--- src/rtl/struct_out_pkg.sv ---
// Shared defaults and the default-width record layout for the struct output FIFO.
package struct_out_pkg;
  localparam int DATA_W_DEF = 8;
  localparam int DEPTH_DEF  = 4;
  localparam int SEQ_W_DEF  = 4;

  typedef struct {
    logic [DATA_W_DEF-1:0] data;
    logic [SEQ_W_DEF-1:0]  seq;
  } rec_t;
endpackage

--- src/rtl/struct_out_fifo_ctl.sv ---
// Pointer, occupancy, sequence-stamp and drop-count bookkeeping for struct_out_fifo.
module struct_out_fifo_ctl #(
  parameter int DEPTH = 4,
  parameter int SEQ_W = 4,
  parameter int AW    = $clog2(DEPTH),
  parameter int CW    = $clog2(DEPTH+1)
) (
  input  logic          clk,
  input  logic          rst_n,
  input  logic          wr_req,
  input  logic          rd_req,
  output logic          space,
  output logic          avail,
  output logic          push,
  output logic [AW-1:0] wr_ptr,
  output logic [AW-1:0] rd_ptr,
  output logic [SEQ_W-1:0] seq,
  output logic [CW-1:0] count,
  output logic [7:0]    drop_cnt
);
  logic pop;

  // Flags come only from the registered count, never from the request inputs.
  assign space = count < CW'(DEPTH);
  assign avail = count != '0;
  assign push  = wr_req && space;
  assign pop   = rd_req && avail;

  always_ff @(posedge clk or negedge rst_n) begin
    if (!rst_n) begin
      wr_ptr   <= '0;
      rd_ptr   <= '0;
      seq      <= '0;
      count    <= '0;
      drop_cnt <= '0;
    end else begin
      if (push) begin
        wr_ptr <= wr_ptr + AW'(1);
        seq    <= seq + SEQ_W'(1);
      end
      if (pop) rd_ptr <= rd_ptr + AW'(1);
      if (push && !pop)      count <= count + CW'(1);
      else if (pop && !push) count <= count - CW'(1);
      if (wr_req && !space && drop_cnt != 8'hFF) drop_cnt <= drop_cnt + 8'd1;
    end
  end
endmodule

--- src/rtl/struct_out_fifo.sv ---
// First-word-fall-through FIFO of {data, seq} records with idle value and drop counter.
module struct_out_fifo
  import struct_out_pkg::*;
#(
  parameter int DATA_W = DATA_W_DEF,
  parameter int DEPTH  = DEPTH_DEF,
  parameter int SEQ_W  = SEQ_W_DEF,
  parameter logic [DATA_W-1:0] IDLE_VAL = '1
) (
  input  logic                       i_clk,
  input  logic                       i_rst_n,
  input  logic                       i_valid,
  input  logic [DATA_W-1:0]          i_data,
  output logic                       o_ready,
  output logic                       o_valid,
  output logic [DATA_W-1:0]          o_data,
  output logic [SEQ_W-1:0]           o_seq,
  input  logic                       i_ready,
  output logic [$clog2(DEPTH+1)-1:0] o_count,
  output logic [7:0]                 o_drop_cnt
);
  localparam int AW = $clog2(DEPTH);
  localparam int CW = $clog2(DEPTH+1);

  typedef struct {
    logic [DATA_W-1:0] data;
    logic [SEQ_W-1:0]  seq;
  } rec_p_t;

  rec_p_t            mem [DEPTH];
  rec_p_t            head;
  logic              push;
  logic [AW-1:0]     wr_ptr, rd_ptr;
  logic [SEQ_W-1:0]  seq;

  struct_out_fifo_ctl #(.DEPTH(DEPTH), .SEQ_W(SEQ_W), .AW(AW), .CW(CW)) u_ctl (
    .clk      (i_clk),
    .rst_n    (i_rst_n),
    .wr_req   (i_valid),
    .rd_req   (i_ready),
    .space    (o_ready),
    .avail    (o_valid),
    .push     (push),
    .wr_ptr   (wr_ptr),
    .rd_ptr   (rd_ptr),
    .seq      (seq),
    .count    (o_count),
    .drop_cnt (o_drop_cnt)
  );

  always_ff @(posedge i_clk or negedge i_rst_n) begin
    if (!i_rst_n) begin
      for (int i = 0; i < DEPTH; i++) begin
        mem[i].data <= IDLE_VAL;
        mem[i].seq  <= '0;
      end
    end else if (push) begin
      mem[wr_ptr].data <= i_data;
      mem[wr_ptr].seq  <= seq;
    end
  end

  // Popped slots keep stale data, so the idle value is muxed in whenever empty.
  assign head   = mem[rd_ptr];
  assign o_data = o_valid ? head.data : IDLE_VAL;
  assign o_seq  = o_valid ? head.seq  : '0;
endmodule

--- config.mk ---
export PLATFORM = sky130hd
export DESIGN_NAME = struct_out_fifo
export DESIGN_NICKNAME = d
export VERILOG_FILES = /design/src/rtl/struct_out_pkg.sv /design/src/rtl/struct_out_fifo_ctl.sv /design/src/rtl/struct_out_fifo.sv
export SDC_FILE = /design/constraint.sdc
export NUM_CORES = 1
export LEC_CHECK = 0
export CAP_MARGIN = 20
export CORE_MARGIN = 2
export CORE_UTILIZATION = 50
export CTS_BUF_LIST = sky130_fd_sc_hd__clkbuf_8
export CTS_CLUSTER_DIAMETER = 100
export DETAILED_ROUTE_END_ITERATION = 8
export PLACE_DENSITY = 0.72
export SLEW_MARGIN = 20
export SYNTH_ARGS = -nofsm -noshare
export SYNTH_HDL_FRONTEND = slang
export SYNTH_SLANG_ARGS = --single-unit
--- constraint.sdc ---
create_clock -name i_clk -period 3 [get_ports i_clk]
set_clock_uncertainty 0.1 [all_clocks]
set_input_delay 0.9 -clock i_clk [delete_from_list [all_inputs] [get_ports i_clk]]
set_output_delay 0.9 -clock i_clk [all_outputs]
set_load 0.05 [all_outputs]
## Word-level counts from Yosys, hierarchy flattened

Index checks and enable logic that the tools add are counted.
W data, S select, Z words.

- Register bits: 67
- Latch bits: 0
- RAM bits: 0
- Bits in read-only memories: 0
- Input bits: 12
- Word-level logic and storage cells: 51
- Memories: 0

- $add $sub $neg: 6
- $mul: 0
- Divide/modulo/power cells: 0
- Order comparisons: 4
- Equality and inequality tests: 1
- Shift-type cells: 0
- Multiplexer cells: 13
- Bitwise gates (word level): 2
- Reductions and logical operators: 12

Operators with widths:

| operator | count |
|---|---|
| $bwmux W48 | 2 |
| $demux W12 S2 | 2 |
| $mux W12 | 3 |
| $bmux W12 S2 | 1 |
| $add A8 B1 Y8 const B | 1 |
| $mux W4 | 2 |
| $mux W8 | 1 |
| $ne A8 B8 Y1 const B | 1 |
| $logic_and A1 B1 Y1 | 7 |
| $ge A3 B3 Y1 const B | 2 |
| $mux W3 | 2 |
| $not A2 Y3 | 2 |
| $add A2 B1 Y2 const B | 2 |
| $add A4 B1 Y4 const B | 1 |
| $add A3 B1 Y3 const B | 1 |
| $logic_not A1 Y1 | 3 |
| $lt A3 B1 Y1 const B | 1 |
| $lt A3 B3 Y1 const B | 1 |
| $reduce_bool A3 Y1 | 1 |
| $sub A3 B1 Y3 const B | 1 |
| $reduce_bool A2 Y1 | 1 |

## Logic depth before layout (Yosys ltp)

Gate-level depths: netlist of run 1.

- Depth in word-level cells: 7
- Mapped depth: 9

## By module

A second synthesis of run 1 with hierarchy kept.

- Cell total of the unflattened synthesis: 207
- Area total of the unflattened synthesis: 3090.5 µm²

Modules (own cells, without submodules):

| module | instances | cells an instance | area an instance (µm²) | seq. area each (µm²) |
|---|---|---|---|---|
| struct_out_fifo | 1 | 137 | 2210.9 | 1241.2 |
| struct_out_fifo_ctl | 1 | 70 | 879.6 | 475.5 |

## Worst setup path after synthesis of run 1

OpenSTA, ideal clock, no wires.

- Path type: register -> output
- From: register u_ctl.count[2]
- To: output o_seq[0]
- Arrival time: 1.828 ns
- Required time: 2.000 ns
- Slack: 0.172 ns
- Stages on the path, launching flop included: 4
- Path buffers: 0
- Path through: dfrtp_1 > nor3_2 > inv_1 > and2_1

- Longest elaborated chain between the ends: 2

RTL lines:

| what | line | text |
|---|---|---|
| start, declared | struct_out_fifo_ctl.sv:18 | `output logic [CW-1:0] count,` |
| start signal, assigned | struct_out_fifo_ctl.sv:42 | `if (push && !pop) count <= count + CW'(1);` |
| start signal, assigned | struct_out_fifo_ctl.sv:43 | `else if (pop && !push) count <= count - CW'(1);` |
| $reduce_bool A3 Y1 | struct_out_fifo_ctl.sv:25 | `assign avail = count != '0;` |
| via o_valid | struct_out_fifo.sv:15 | `output logic o_valid,` |
| $mux W4 | struct_out_fifo.sv:66 | `assign o_seq = o_valid ? head.seq : '0;` |
| end, declared | struct_out_fifo.sv:17 | `output logic [SEQ_W-1:0] o_seq,` |

The timed path passes the listed nets, and every way through them passes these cells.

## Worst setup path after layout of run 1

- From: register u_ctl.rd_ptr[0]
- To: output o_data[6]

- Longest elaborated chain between the ends: 5

RTL lines:

| what | line | text |
|---|---|---|
| start, declared | struct_out_fifo_ctl.sv:16 | `output logic [AW-1:0] rd_ptr,` |
| start signal, assigned | struct_out_fifo_ctl.sv:41 | `if (pop) rd_ptr <= rd_ptr + AW'(1);` |
| $not A2 Y3 (implied by the code) | struct_out_fifo.sv:64 | `assign head = mem[rd_ptr];` |
| $bmux W12 S2 | struct_out_fifo.sv:64 |  |
| $mux W12 (implied by the code) (2 in series) | struct_out_fifo.sv:64 |  |
| $mux W8 | struct_out_fifo.sv:65 | `assign o_data = o_valid ? head.data : IDLE_VAL;` |
| end, declared | struct_out_fifo.sv:16 | `output logic [DATA_W-1:0] o_data,` |

Every way passes these cells. The select of a mux whose other input is x is not followed.

==> results_dict.tcl, run 1 <==
set metrics [dict create \
    crit_path_start_kind "flop" \
    synth-xor-area-share 0.0323 \
    ios 37 \
    final_common_cell "dfrtp_1" \
    met2_length_um 2650 \
    clk_path_buf_depth 2 \
    multi_input_area_mm2 0.00144 \
    synthToLayoutAreaGrowth_pct 18.4 \
    crit_slowest_cell "mux4_2" \
    numPortBuffers 36 \
    reg2reg_from "u_ctl.count[2]$_DFFE_PN0P_" \
    maxCapViolCount 0 \
    globalplace.congestion 0.760 \
    fmax_mhz 351 \
    r2r-end "u_ctl.count[2]$_DFFE_PN0P_" \
    holdPathStages 1 \
    num_vias 1819 \
    core_mm2 0.00631 \
    routed_wl_um 5750 \
    setup_viol 0 \
    htreeDepth 3 \
    async_flop_share 1.00 \
    final_nets 279 \
    ys_seq_area_frac 0.527 \
    n_antenna_cell 0 \
    crit_path_start "u_ctl.rd_ptr[0]$_DFFE_PN0P_" \
    syn_inst 212 \
    die_w_um 84.7 \
    synth_top_family_by_area "multiplexers" \
    top_layer_used "met4" \
    drt_pre_antenna_iters 6 \
    final_util 0.610 \
    synth_fp_nets 232 \
    setup_tns_ps 0 \
    syn-cell-area_mm2 0.00326 \
    tightest_slew_ps 580 \
    synth_edf_count 0 \
    crit_path_frequent_cell "buf_4" \
    grt.total_usage 0.177 \
    start_util 0.516 \
    rows 29 \
    cp_cell_sequence "buf_4, mux4_2, or2_1, buf_4" \
    die_y_um 84.7 \
    met1_length_um 2770 \
    grt_pass1_vias 1877 \
    drive_gt1_frac 0.508 \
    final_antenna_net_count 0 \
    fillCellCount 487 \
    clk_latency_ps 340 \
    mostFrequentLayoutCells "dfrtp_1 (35), dfstp_2 (32), mux2_2 (31)" \
    worstHoldEndpoint "mem[36]$_DFFE_PN0P_" \
    hold_class "reg2reg" \
    cts_made_buffers 9 \
    synth-simple-area-share 0.0738 \
    vias_per_cell 5.33 \
    cts_root_buffer "clkbuf_8" \
    critPathMaxStageDelay_ps 530 \
    first_iter_violations 70 \
    synth_area_per_cell_um2 15.4 \
    slew_viol_final 0 \
    synth.distinct_cells 30 \
    clkSinkCount 67 \
    crit_required_ps 2000 \
    rsz0062_at_grt "no" \
    synth_mux_area_frac 0.289 \
    status "completed" \
    synth-adder-area-share 0.0331 \
    yosysWarnings 0 \
    synth_compound_area_frac 0.0127 \
    cp_max_fo 10 \
    setup_slack_ps 151 \
    r2r_cells 9 \
    whs_ps 399 \
    crit_type "reg2out" \
    grt-ovfl-total 0 \
    slew_headroom 0.613 \
    fp.dieArea_mm2 0.00717 \
    drc_errors 0 \
    wire_per_inst_um 16.8 \
    arrival_ps 1850 \
    cts_tree "yes" \
    end_kind "output port" \
    fin_crit_sh 0.950 \
    grt_max_degree 44 \
    register_area_mm2 0.00172 \
    path_clk_slew_ps 70 \
    fin_crit_ps 2850 \
    antenna_found_initial 0 \
    hold_viol_final 0 \
    synth-seq-cells 67 \
    worstHoldStart "mem[36]$_DFFE_PN0P_" \
    grt_pass1_wl_um 9600 \
    synth_ff_type "dfrtp_1" \
    wl_met3_um 239 \
    r2r_slack_ps 580 \
    place_ws_ps 189 \
    ctsHoldBuffers 0 \
    dp_hpwl_um 3760 \
]
==> state kept, by name, indices dropped and copies added, names as in the netlist <==
| signal | cells |
|---|---|
| mem | 48 |
| u_ctl.drop_cnt | 8 |
| u_ctl.seq | 4 |
| u_ctl.count | 3 |
| u_ctl.rd_ptr | 2 |
| u_ctl.wr_ptr | 2 |
==> critical path: cells and delay by family, from the launching register on <==
| family | cells | cell delay (ps) |
|---|---|---|
| buffers and inverters | 2 | 430 |
| DFF | 1 | 340 |
| muxes | 1 | 530 |
| and+or+nand+nor | 1 | 220 |
==> repair_timing <==
action | in CTS | in global routing
setup endpoints to repair | 0 | 4
endpoints found under the hold margin | 0 | 0
setup buffers | 0 | 0
gates resized for setup | 0 | 1
==> per-layer routing <==
layer / GRT usage / up-vias
li1: - / 856
met1: 0.244 / 919
met2: 0.266 / 35
met3: 0.0541 / 9
met4: 0.0649 / 0
met5: 0 / -
==> cells by family (layout without fill, tap and decap cells) <==
group / Yosys count / in the layout
buf+inv: 14 / 66
mux: 63 / 63
flops: 67 / 67
simple gates: 41 / 41
fa+ha+maj: 8 / 8
compound gates: 7 / 7
xor+xnor: 12 / 12
==> stage by stage <==
| step | instance area [µm²] | std cells |
|---|---|---|
| final | 3850 | 341 |
| after global routing | 3850 | 341 |
| after CTS | 3850 | 341 |
| after detailed placement | 3670 | 325 |
| after global placement | 3670 | 325 |
| after floorplan | 3260 | 212 |
==> worst max-delay path by stage <==
stage	to	slack [ps]	cells past startpoint
after floorplan	o_seq[0]	170	3
after global placement	u_ctl.count[2]$_DFFE_PN0P_	250	8
after detailed placement	u_ctl.count[2]$_DFFE_PN0P_	190	8
after CTS	o_seq[0]	20	4
after global routing	o_seq[2]	60	4
final	o_data[6]	150	4
==> layout make-up <==
cell class / instances / share of cell area
sequential: 67 / 0.445
clock buffer: 11 / 0.0393
clock inverter: 5 / 0.00747
multi-input combinational: 131 / 0.374
tap: 77 / 0.0250
timing repair buffer: 44 / 0.103
inverter: 6 / 0.00584
==> Yosys cell counts (3+ instances only) <==
cell     count  area share
mux2_4      20       0.092
mux4_2       6       0.042
xnor2_1     10       0.027
mux4_1       6       0.048
or2_1        4      0.0077
nand2_1      7      0.0081
nand4_1      3      0.0058
and2_1       4      0.0077
inv_1        6      0.0069
a21oi_1      3      0.0046
buf_6        4       0.014
nor2_1       3      0.0035
ha_1         7       0.027
and3_1       4      0.0077
dfrtp_1     35        0.27
nand3_1      6      0.0092
buf_2        3      0.0046
dfstp_2     32        0.26
mux2_2      31        0.11
or2_2        4      0.0077
Power of run 1 is not shown: default switching activity piles up to over one toggle a cycle in this logic, so the estimate is an artifact.
==> run 2, diff against run 1 <==
Settings changed: CAP_MARGIN 20 to 5.
==> results of run 2 <==
Same layout as run 1: the final DEF is identical, and so are final timing and power.
Power of run 2 is left out for the same reason.
==> run 3, diff against run 2 <==
Settings changed: RECOVER_POWER from default to 25.
==> run 3 against run 2 <==
Against the previous run: worst hold slack worse by 0.55 ps; cell count did not move; critical path depth is the same; first-iteration DRC count is the same; fmax barely moved; cell area hardly changed; sequential cell count unchanged; die area is the same; largest cell class unchanged.
==> results_dict.tcl, run 3 (synthesis gave the netlist of run 1 again) <==
set metrics [dict create \
    slew_headroom 0.0717 \
    clk_latency_ps 340 \
    instances_no_fill 341 \
    clk_path_buf_depth 2 \
    crit_required_ps 2000 \
    tightest_slew_ps 1390 \
    fin_crit_sh 0.950 \
    arrival_ps 1850 \
    crit_path_start_kind "flop" \
    grt_pass1_wl_um 9600 \
    n_antenna_cell 0 \
    num_vias 1819 \
    crit_path_frequent_cell "buf_4" \
    clkSinkCount 67 \
    hold_viol_final 0 \
    dp_hpwl_um 3760 \
    maxCapViolCount 0 \
    hold_class "reg2reg" \
    cts_root_buffer "clkbuf_8" \
    numPortBuffers 36 \
    rsz0062_at_grt "no" \
    grt-ovfl-total 0 \
    final_nets 279 \
    routed_wl_um 5750 \
    final_common_cell "dfrtp_1" \
    ios 37 \
    dp.cells 325 \
    grt.total_usage 0.177 \
    fp.dieArea_mm2 0.00717 \
    core_mm2 0.00631 \
    critPathMaxStageDelay_ps 530 \
    final_antenna_net_count 0 \
    antenna_found_initial 0 \
    synthToLayoutAreaGrowth_pct 18.3 \
    final_util 0.610 \
    rows 29 \
    setup_tns_ps 0 \
    grt_max_degree 44 \
    setup_viol 0 \
    vias_per_cell 5.33 \
    status "completed" \
    die_w_um 84.7 \
    ctsHoldBuffers 0 \
    fin_crit_ps 2850 \
    cts_tree "yes" \
    crit_slowest_cell "mux4_2" \
    regMostFlops "mem" \
    globalplace.congestion 0.760 \
    start_util 0.516 \
    slew_viol_final 0 \
    cp_max_fo 10 \
    mostFrequentLayoutCells "dfrtp_1 (35), dfstp_2 (32), mux2_2 (31)" \
    largest_reg_flops 48 \
    cts_made_buffers 9 \
    top_regs "mem x48, u_ctl.drop_cnt x8, u_ctl.seq x4" \
    die_y_um 84.7 \
    htreeDepth 3 \
    drive_gt1_frac 0.504 \
    grt_pass1_vias 1877 \
    end_kind "output port" \
    fmax_mhz 351 \
    wire_per_inst_um 16.8 \
    crit_type "reg2out" \
    path_clk_slew_ps 70 \
    drt_pre_antenna_iters 6 \
    cp_cell_sequence "buf_4, mux4_2, or2_1, buf_4" \
    first_iter_violations 70 \
    drc_errors 0 \
]
run 3: changes by cell type in the layout (fill, tap and decap cells not counted):
cell / change
clkbuf_1: +1
buf_2: -1
run 3: area by class of cell:
type                    count  area (µm²)
fillers                   488        2460
flip-flops and latches     67        1720
multi-input cells         131        1440
repair buffers             44         394
clock buffers              11         151
well taps                  77        96.3
clock inverters             5        28.8
inverters                   6        22.5
run 3: repair_timing:
item / CTS / global route
endpoints found under the setup margin: 0 / 4
endpoints found under the hold margin: 0 / 0
setup buffers: 0 / 0
gates resized for setup: 0 / 1
run 3: final timing paths:
path                            slack (ps)  cells after the start                         end                   startpoint
worst max-delay path                   150                      4                   o_data[6]  u_ctl.rd_ptr[0]$_DFFE_PN0P_
worst min-delay path                   400                      1         mem[36]$_DFFE_PN0P_          mem[36]$_DFFE_PN0P_
worst max register to register         580                      9  u_ctl.count[2]$_DFFE_PN0P_   u_ctl.count[2]$_DFFE_PN0P_
worst min register to register         400                      1         mem[36]$_DFFE_PN0P_          mem[36]$_DFFE_PN0P_
max in group asynchronous             1100                      2          mem[6]$_DFFE_PN1P_                      i_rst_n
min in group asynchronous              770                      1          mem[0]$_DFFE_PN0P_                      i_rst_n
run 3: metrics by stage:
step	worst slack [ps]	area (µm²)	hold WS, ps
2_1_floorplan	172	3260	371
3_3_place_gp	253	3670	382
3_5_place_dp	189	3670	388
4_1_cts	21.3	3850	403
5_1_grt	63.1	3850	419
6_report	151	3850	398
run 3: per-layer routing:
metal | global-route usage | part of all wire | vias to the layer above
li1 | - | - | 856
met4 | 0.0649 | 0.015 | 0
met1 | 0.244 | 0.48 | 919
met5 | 0 | 0 | -
met3 | 0.0541 | 0.042 | 9
met2 | 0.266 | 0.46 | 35
run 3: critical path, delay by kind of cell, from the launching register on:
kind          cells  cell delay (ps)
mux               1              530
buf+inv           2              430
flops             1              340
simple gates      1              220
Power of run 3 is left out for the same reason.
